`src/rtl/data_memory_arbiter_pkg.sv`:
```
// Shared types for the data-memory arbiter: FSM states, port count and word-address type.
package dmem_arb_pkg;

  localparam int DMEM_DATA_BITS = 32;
  localparam int DMEM_ADDR_BITS = DMEM_DATA_BITS - 2;
  localparam int ARB_PORTS      = 2;

  typedef enum logic [1:0] {
    ARB_IDLE = 2'd0,
    ARB_OWN0 = 2'd1,
    ARB_OWN1 = 2'd2
  } arb_state_t;

  typedef logic [DMEM_ADDR_BITS-1:0] dmem_addr_t;

endpackage

```
`src/rtl/data_memory_arbiter_rr_pick2.sv`:
```
// Two-way round-robin picker: a lone request wins, a tie goes to the port that was not granted last.
module rr_pick2 (
  input  logic [1:0] req,
  input  logic       last,
  output logic [1:0] gnt
);

  always_comb begin
    gnt = 2'b00;
    unique case (req)
      2'b01:   gnt = 2'b01;
      2'b10:   gnt = 2'b10;
      2'b11:   gnt = last ? 2'b01 : 2'b10;
      default: gnt = 2'b00;
    endcase
  end

endmodule

```
`src/rtl/data_memory_arbiter.sv`:
```
// Shares one single-port data memory between the core LSU (port 0) and the debug/DMA loader (port 1),
// with round-robin arbitration, an optional bus lock for read-modify-write and a lock-timeout watchdog.
module data_memory_arbiter
  import dmem_arb_pkg::*;
#(
  parameter int ADDR_BITS    = DMEM_ADDR_BITS,
  parameter int LOCK_TIMEOUT = 16
) (
  input  logic                 clock,
  input  logic                 reset_n,
  input  logic                 req0,
  input  logic                 req1,
  input  logic                 lock0,
  input  logic                 lock1,
  input  logic [ADDR_BITS-1:0] addr0,
  input  logic [ADDR_BITS-1:0] addr1,
  input  logic                 wren0,
  input  logic                 wren1,
  input  logic [3:0]           be0,
  input  logic [3:0]           be1,
  input  logic [31:0]          wdata0,
  input  logic [31:0]          wdata1,
  output logic                 gnt0,
  output logic                 gnt1,
  output logic                 rvalid0,
  output logic                 rvalid1,
  output logic [31:0]          rdata0,
  output logic [31:0]          rdata1,
  output logic                 lock_err0,
  output logic                 lock_err1,
  output logic [ADDR_BITS-1:0] mem_address,
  output logic                 mem_wren,
  output logic [3:0]           mem_byteena,
  output logic [31:0]          mem_data,
  input  logic [31:0]          mem_q
);

  localparam int CNT_W = $clog2(LOCK_TIMEOUT);
  localparam logic [CNT_W-1:0] CNT_LAST = CNT_W'(LOCK_TIMEOUT - 1);

  arb_state_t       state, state_next;
  logic             last_gnt, last_gnt_next;
  logic [CNT_W-1:0] lock_cnt, lock_cnt_next;
  logic [1:0]       pick;
  logic [1:0]       gnt;
  logic [1:0]       lock_err;
  logic             rd0, rd1;

  rr_pick2 u_pick (
    .req  ({req1, req0}),
    .last (last_gnt),
    .gnt  (pick)
  );

  // Only the owner may be granted while a lock is held; nothing is granted during reset.
  always_comb begin
    gnt = 2'b00;
    if (reset_n) begin
      unique case (state)
        ARB_IDLE: gnt = pick;
        ARB_OWN0: gnt = {1'b0, req0};
        ARB_OWN1: gnt = {req1, 1'b0};
        default:  gnt = 2'b00;
      endcase
    end
  end

  assign gnt0      = gnt[0];
  assign gnt1      = gnt[1];
  assign lock_err0 = lock_err[0];
  assign lock_err1 = lock_err[1];

  always_ff @(posedge clock or negedge reset_n) begin
    if (!reset_n) begin
      state    <= ARB_IDLE;
      last_gnt <= 1'b1;
      lock_cnt <= '0;
    end else begin
      state    <= state_next;
      last_gnt <= last_gnt_next;
      lock_cnt <= lock_cnt_next;
    end
  end

  always_comb begin
    state_next    = state;
    lock_cnt_next = lock_cnt;
    last_gnt_next = last_gnt;
    lock_err      = 2'b00;
    if (gnt[0]) begin
      last_gnt_next = 1'b0;
    end else if (gnt[1]) begin
      last_gnt_next = 1'b1;
    end
    unique case (state)
      ARB_IDLE: begin
        lock_cnt_next = '0;
        if (gnt[0] && lock0) begin
          state_next = ARB_OWN0;
        end else if (gnt[1] && lock1) begin
          state_next = ARB_OWN1;
        end
      end
      ARB_OWN0: begin
        if (!lock0) begin
          state_next    = ARB_IDLE;
          lock_cnt_next = '0;
        end else if (lock_cnt == CNT_LAST) begin
          // Forced release hands the next tie to the other port.
          state_next    = ARB_IDLE;
          lock_cnt_next = '0;
          lock_err[0]   = 1'b1;
          last_gnt_next = 1'b0;
        end else begin
          lock_cnt_next = lock_cnt + 1'b1;
        end
      end
      ARB_OWN1: begin
        if (!lock1) begin
          state_next    = ARB_IDLE;
          lock_cnt_next = '0;
        end else if (lock_cnt == CNT_LAST) begin
          state_next    = ARB_IDLE;
          lock_cnt_next = '0;
          lock_err[1]   = 1'b1;
          last_gnt_next = 1'b1;
        end else begin
          lock_cnt_next = lock_cnt + 1'b1;
        end
      end
      default: begin
        state_next    = ARB_IDLE;
        lock_cnt_next = '0;
      end
    endcase
  end

  always_comb begin
    mem_address = '0;
    mem_byteena = 4'b0000;
    mem_data    = 32'd0;
    mem_wren    = 1'b0;
    if (gnt[0]) begin
      mem_address = addr0;
      mem_byteena = be0;
      mem_data    = wdata0;
      mem_wren    = wren0;
    end else if (gnt[1]) begin
      mem_address = addr1;
      mem_byteena = be1;
      mem_data    = wdata1;
      mem_wren    = wren1;
    end
  end

  assign rd0 = gnt[0] & ~wren0;
  assign rd1 = gnt[1] & ~wren1;

  // Read response stage: memory is combinational, so the word is captured in the accept cycle.
  always_ff @(posedge clock or negedge reset_n) begin
    if (!reset_n) begin
      rvalid0 <= 1'b0;
      rvalid1 <= 1'b0;
      rdata0  <= 32'd0;
      rdata1  <= 32'd0;
    end else begin
      rvalid0 <= rd0;
      rvalid1 <= rd1;
      if (rd0) begin
        rdata0 <= mem_q;
      end
      if (rd1) begin
        rdata1 <= mem_q;
      end
    end
  end

endmodule

```
`config.mk`:
```
export PLATFORM = sky130hd
export DESIGN_NAME = data_memory_arbiter
export DESIGN_NICKNAME = d
export VERILOG_FILES = /design/src/rtl/data_memory_arbiter_pkg.sv /design/src/rtl/data_memory_arbiter_rr_pick2.sv /design/src/rtl/data_memory_arbiter.sv
export SDC_FILE = /design/constraint.sdc
export NUM_CORES = 1
export LEC_CHECK = 0
export CAP_MARGIN = 20
export CORE_AREA = 2 2 122 124
export DETAILED_ROUTE_END_ITERATION = 8
export DIE_AREA = 0 0 124 126
export DONT_BUFFER_PORTS = 1
export PLACE_DENSITY_LB_ADDON = 0.15
export SETUP_SLACK_MARGIN = 0.2
export SLEW_MARGIN = 40
export SYNTH_ARGS = -nofsm -noshare
export SYNTH_HDL_FRONTEND = slang
export SYNTH_SLANG_ARGS = --single-unit
```
`constraint.sdc`:
```
create_clock -name clock -period 1.9 [get_ports clock]
set_input_delay 0.095 -clock clock [delete_from_list [all_inputs] [get_ports clock]]
set_output_delay 0.095 -clock clock [all_outputs]
set_load 0.02 [all_outputs]
```
==> summary.md <==
| Metric | Value |
|---|---|
| CP arrival | `2070 ps` |
| Critical path class | `register to output pin` |
| Worst vdd ir | `0.935 mV` |
| CTS buffer count | `9` |
| Overall Global Routing Usage | `14.1%` |
| WL per Instance | `22.9 um` |
| Total die area | `15600 um^2` |
| Row count | `44` |
| Worst setup EP type | `output pin` |
| Switching Fraction | `38.8%` |
| Total number of vias | `2753` |
| F_max | `0.462 GHz` |
| Total wire length | `12400 um` |
| Global-route wire length before repair | `16600 um` |
| Post-synth top flop | `dfrtp_1` |
| # setup viols final | `102` |
| Sequential element share of the synthesized area | `48.5%` |
| Max clock buf depth | `2` |
| Max Cap Viol | `0` |
| Crit path to | `mem_data[30]` |
| Post-synth EDFFs | `0` |
| # DRC | `0` |
| Outcome | `finished with violations` |
| Initial core utilization | `26.3%` |
| Worst reg2reg setup slack | `-220 ps` |
| Hold-fix buffers, CTS | `34` |
| RR Startpoint | `state[0]` |
| Fillers | `1293` |
| Pre-CTS setup slack | `-4.17 ps` |
| Non-filler cells, final | `543` |
| Routability Congestion | `0.821` |
| Worst-Skew Late Latency | `330 ps` |
| Relative slew margins | `72.0%` |
| Total gr overflow | `0` |
| Synthesized net count | `458` |
| Die Y | `126 um` |
| Fin worst setup slack | `-263 ps` |
| Initial antenna violation count | `0` |
| H-tree depth | `3` |
| Sink Count | `73` |
| Largest net degree at the start of global routing | `76` |
| Area of the multi-input gates | `2510 um^2` |
| Port bufs | `0` |
| Reg power frac | `39.5%` |
| Worst reg2reg path depth | `8` |
| Design Power | `9.51 mW` |
| Critical Path Fanout Max | `5` |
| Worst Clk Skew | `7.72 ps` |
| Storage cell area | `1830 um^2` |
| Inst Count DP | `466` |
| Reg2reg end | `rdata0[6]` |
| Yosys reg bits | `73` |
| Failing checks | `negative hold slack, negative setup slack` |
| Total leakage power | `2.85 nW` |
| Synth Warn # | `0` |
| Vias in the first global route | `2874` |
| RSZ-0062 raised after global routing | `yes` |
| Syn Area/Cell | `13.4 um^2` |
| Clock group share of total power | `19.0%` |
| Via-to-Cell Ratio | `5.07` |
| Power Dens Cells | `1580 nW/um^2` |
| Synth area leaders | `dfrtp_1 48%, a22o_1 15%, mux2_4 12%` |
| Worst slew pin tran | `417 ps` |
| Fin crit period | `2160 ps` |
| Root Driver | `clkbuf_16` |
| WP data required | `1800 ps` |
| Yosys top cell area share | `47.8%` |
| Mapped Cells | `281` |
| Core area | `14300 um^2` |
| Crit path from | `state[0]` |
| Synthesized cell area | `3770 um^2` |
| N_diodes | `0` |
| # nets final | `531` |
| Startpoint Class | `register` |
| Layout cell share with drive strength beyond 1 | `58.8%` |
| HPWL Detailed | `8250 um` |
| Drt first-iter violations | `53` |
| Largest area contributor in the netlist | `dfrtp_1` |
| Pins Over Slew Limit | `0` |
| Final hold slack | `-541 ps` |
| ANT nets after route | `0` |
| Hold Fails Final Rpt | `73` |
| IO Pins | `309` |
| Area grow syn2layout | `59.9%` |
| Comb pwr share | `41.4%` |
| Fin crit share | `114%` |
| CTS tree | `built` |
| Sw power | `3.69 mW` |
| Post-synthesis async set-or-reset flop share | `100%` |
| Count of different cell masters after synthesis | `37` |
| Min-delay worst type | `input pin to async pin` |
| Clock transition at path regs | `60 ps` |
| DRT Pass-1 Iters | `4` |
| Pint | `5.82 mW` |
| Die Wd | `124 um` |
worst min-delay path by stage:
stage	startpoint	to	slack, ps	cells past startpoint
global route	reset_n	state[0]	-560	0
detailed placement	reset_n	rdata0[6]	-200	0
CTS	reset_n	state[0]	-560	0
floorplan	reset_n	lock_cnt[0]	-200	0
finish	reset_n	rdata1[6]	-540	0
global placement	reset_n	rdata0[6]	-200	0
through the flow:
step / instance area (um^2) / TNS [ps] / util, %
after floorplan: 4390 / 0 / -
after global placement: 4670 / 0 / 32.6
after detailed placement: 4670 / -18.3 / 32.6
after CTS: 5680 / -21780 / 39.7
after global routing: 6030 / -35820 / 42.1
final: 6030 / -23290 / 42.1
cell families after synthesis:
kind of cell | share of synthesized area (%)
AO/OA/AOI/OAI | 18.6
flip-flops | 48.5
multiplexers | 22.0
buffers and inverters | 5.21
AND/OR/NAND/NOR | 3.78
adder cells (fa/ha/maj) | 1.66
XOR/XNOR | 0.232
final cells by class:
type,count,share of cell area (%)
Inverter,8,0.581
Sequential cell,73,30.3
Multi-Input combinational cell,179,41.7
Timing Repair Buffer,83,18.2
Tap cell,184,3.82
Clock inverter,5,1.31
Clock buffer,11,4.03
cell usage in the layout, fill, tap and decap left out, types with 3 or more instances in the layout:
cell and count:
dfrtp_1 72, a22o_4 66, mux2_4 64, dlygate4sd3_1 34, buf_4 17, clkbuf_16 14, buf_12 9, buf_6 9
nand2_1 7, buf_16 7, inv_1 4, nor2_1 4, nand3b_1 3, inv_2 3, a21oi_1 3, ha_1 3
state kept, by name, summed over array words and instances, names as in the netlist:
register and count:
rdata1 32, rvalid0 1, rdata0 32, lock_cnt 4, last_gnt 1, state 2
rvalid1 1
synthesized netlist by cell type, types with 4 or more instances:
cell / number
a21oi_1: 4
a22o_1: 66
buf_2: 7
buf_4: 5
buf_6: 8
dfrtp_1: 72
ha_1: 5
inv_1: 7
mux2_1: 5
mux2_2: 30
mux2_4: 29
nand2_1: 7
nor2_1: 5
layer usage:
layer | share of wire, % | global-route usage, % | vias up
met5 | 0 | 0 | -
met4 | 0.85 | 3.77 | 0
met3 | 7.3 | 3.89 | 8
met2 | 54 | 24.9 | 155
met1 | 38 | 16.6 | 1370
li1 | - | - | 1220
worst max-delay path, stage by stage (launching register included):
cell and delay, ps:
dfrtp_1 410, ha_2 210, nand3b_1 200, buf_6 150, o21a_4 220, buf_12 150, clkbuf_16 150, a22o_4 240
power by group through the flow:
stage	logic, mW	clock network [mW]	registers (mW)
floorplan	2.73	0	3.55
global placement	3.04	0	3.79
detailed placement	3.07	0	3.76
CTS	3.52	1.87	3.75
global route	4.19	1.93	3.85
finish	3.94	1.81	3.76
repair_timing:
action / CTS / global route
gates resized for setup: 27 / 44
hold endpoints to repair: 139 / 73
cloned: 5 / 7
endpoints found under the setup margin: 134 / 137
buffers inserted: 13 / 2
pin swaps: 6 / 12
Note: power is estimated with default switching activity, not from simulation.
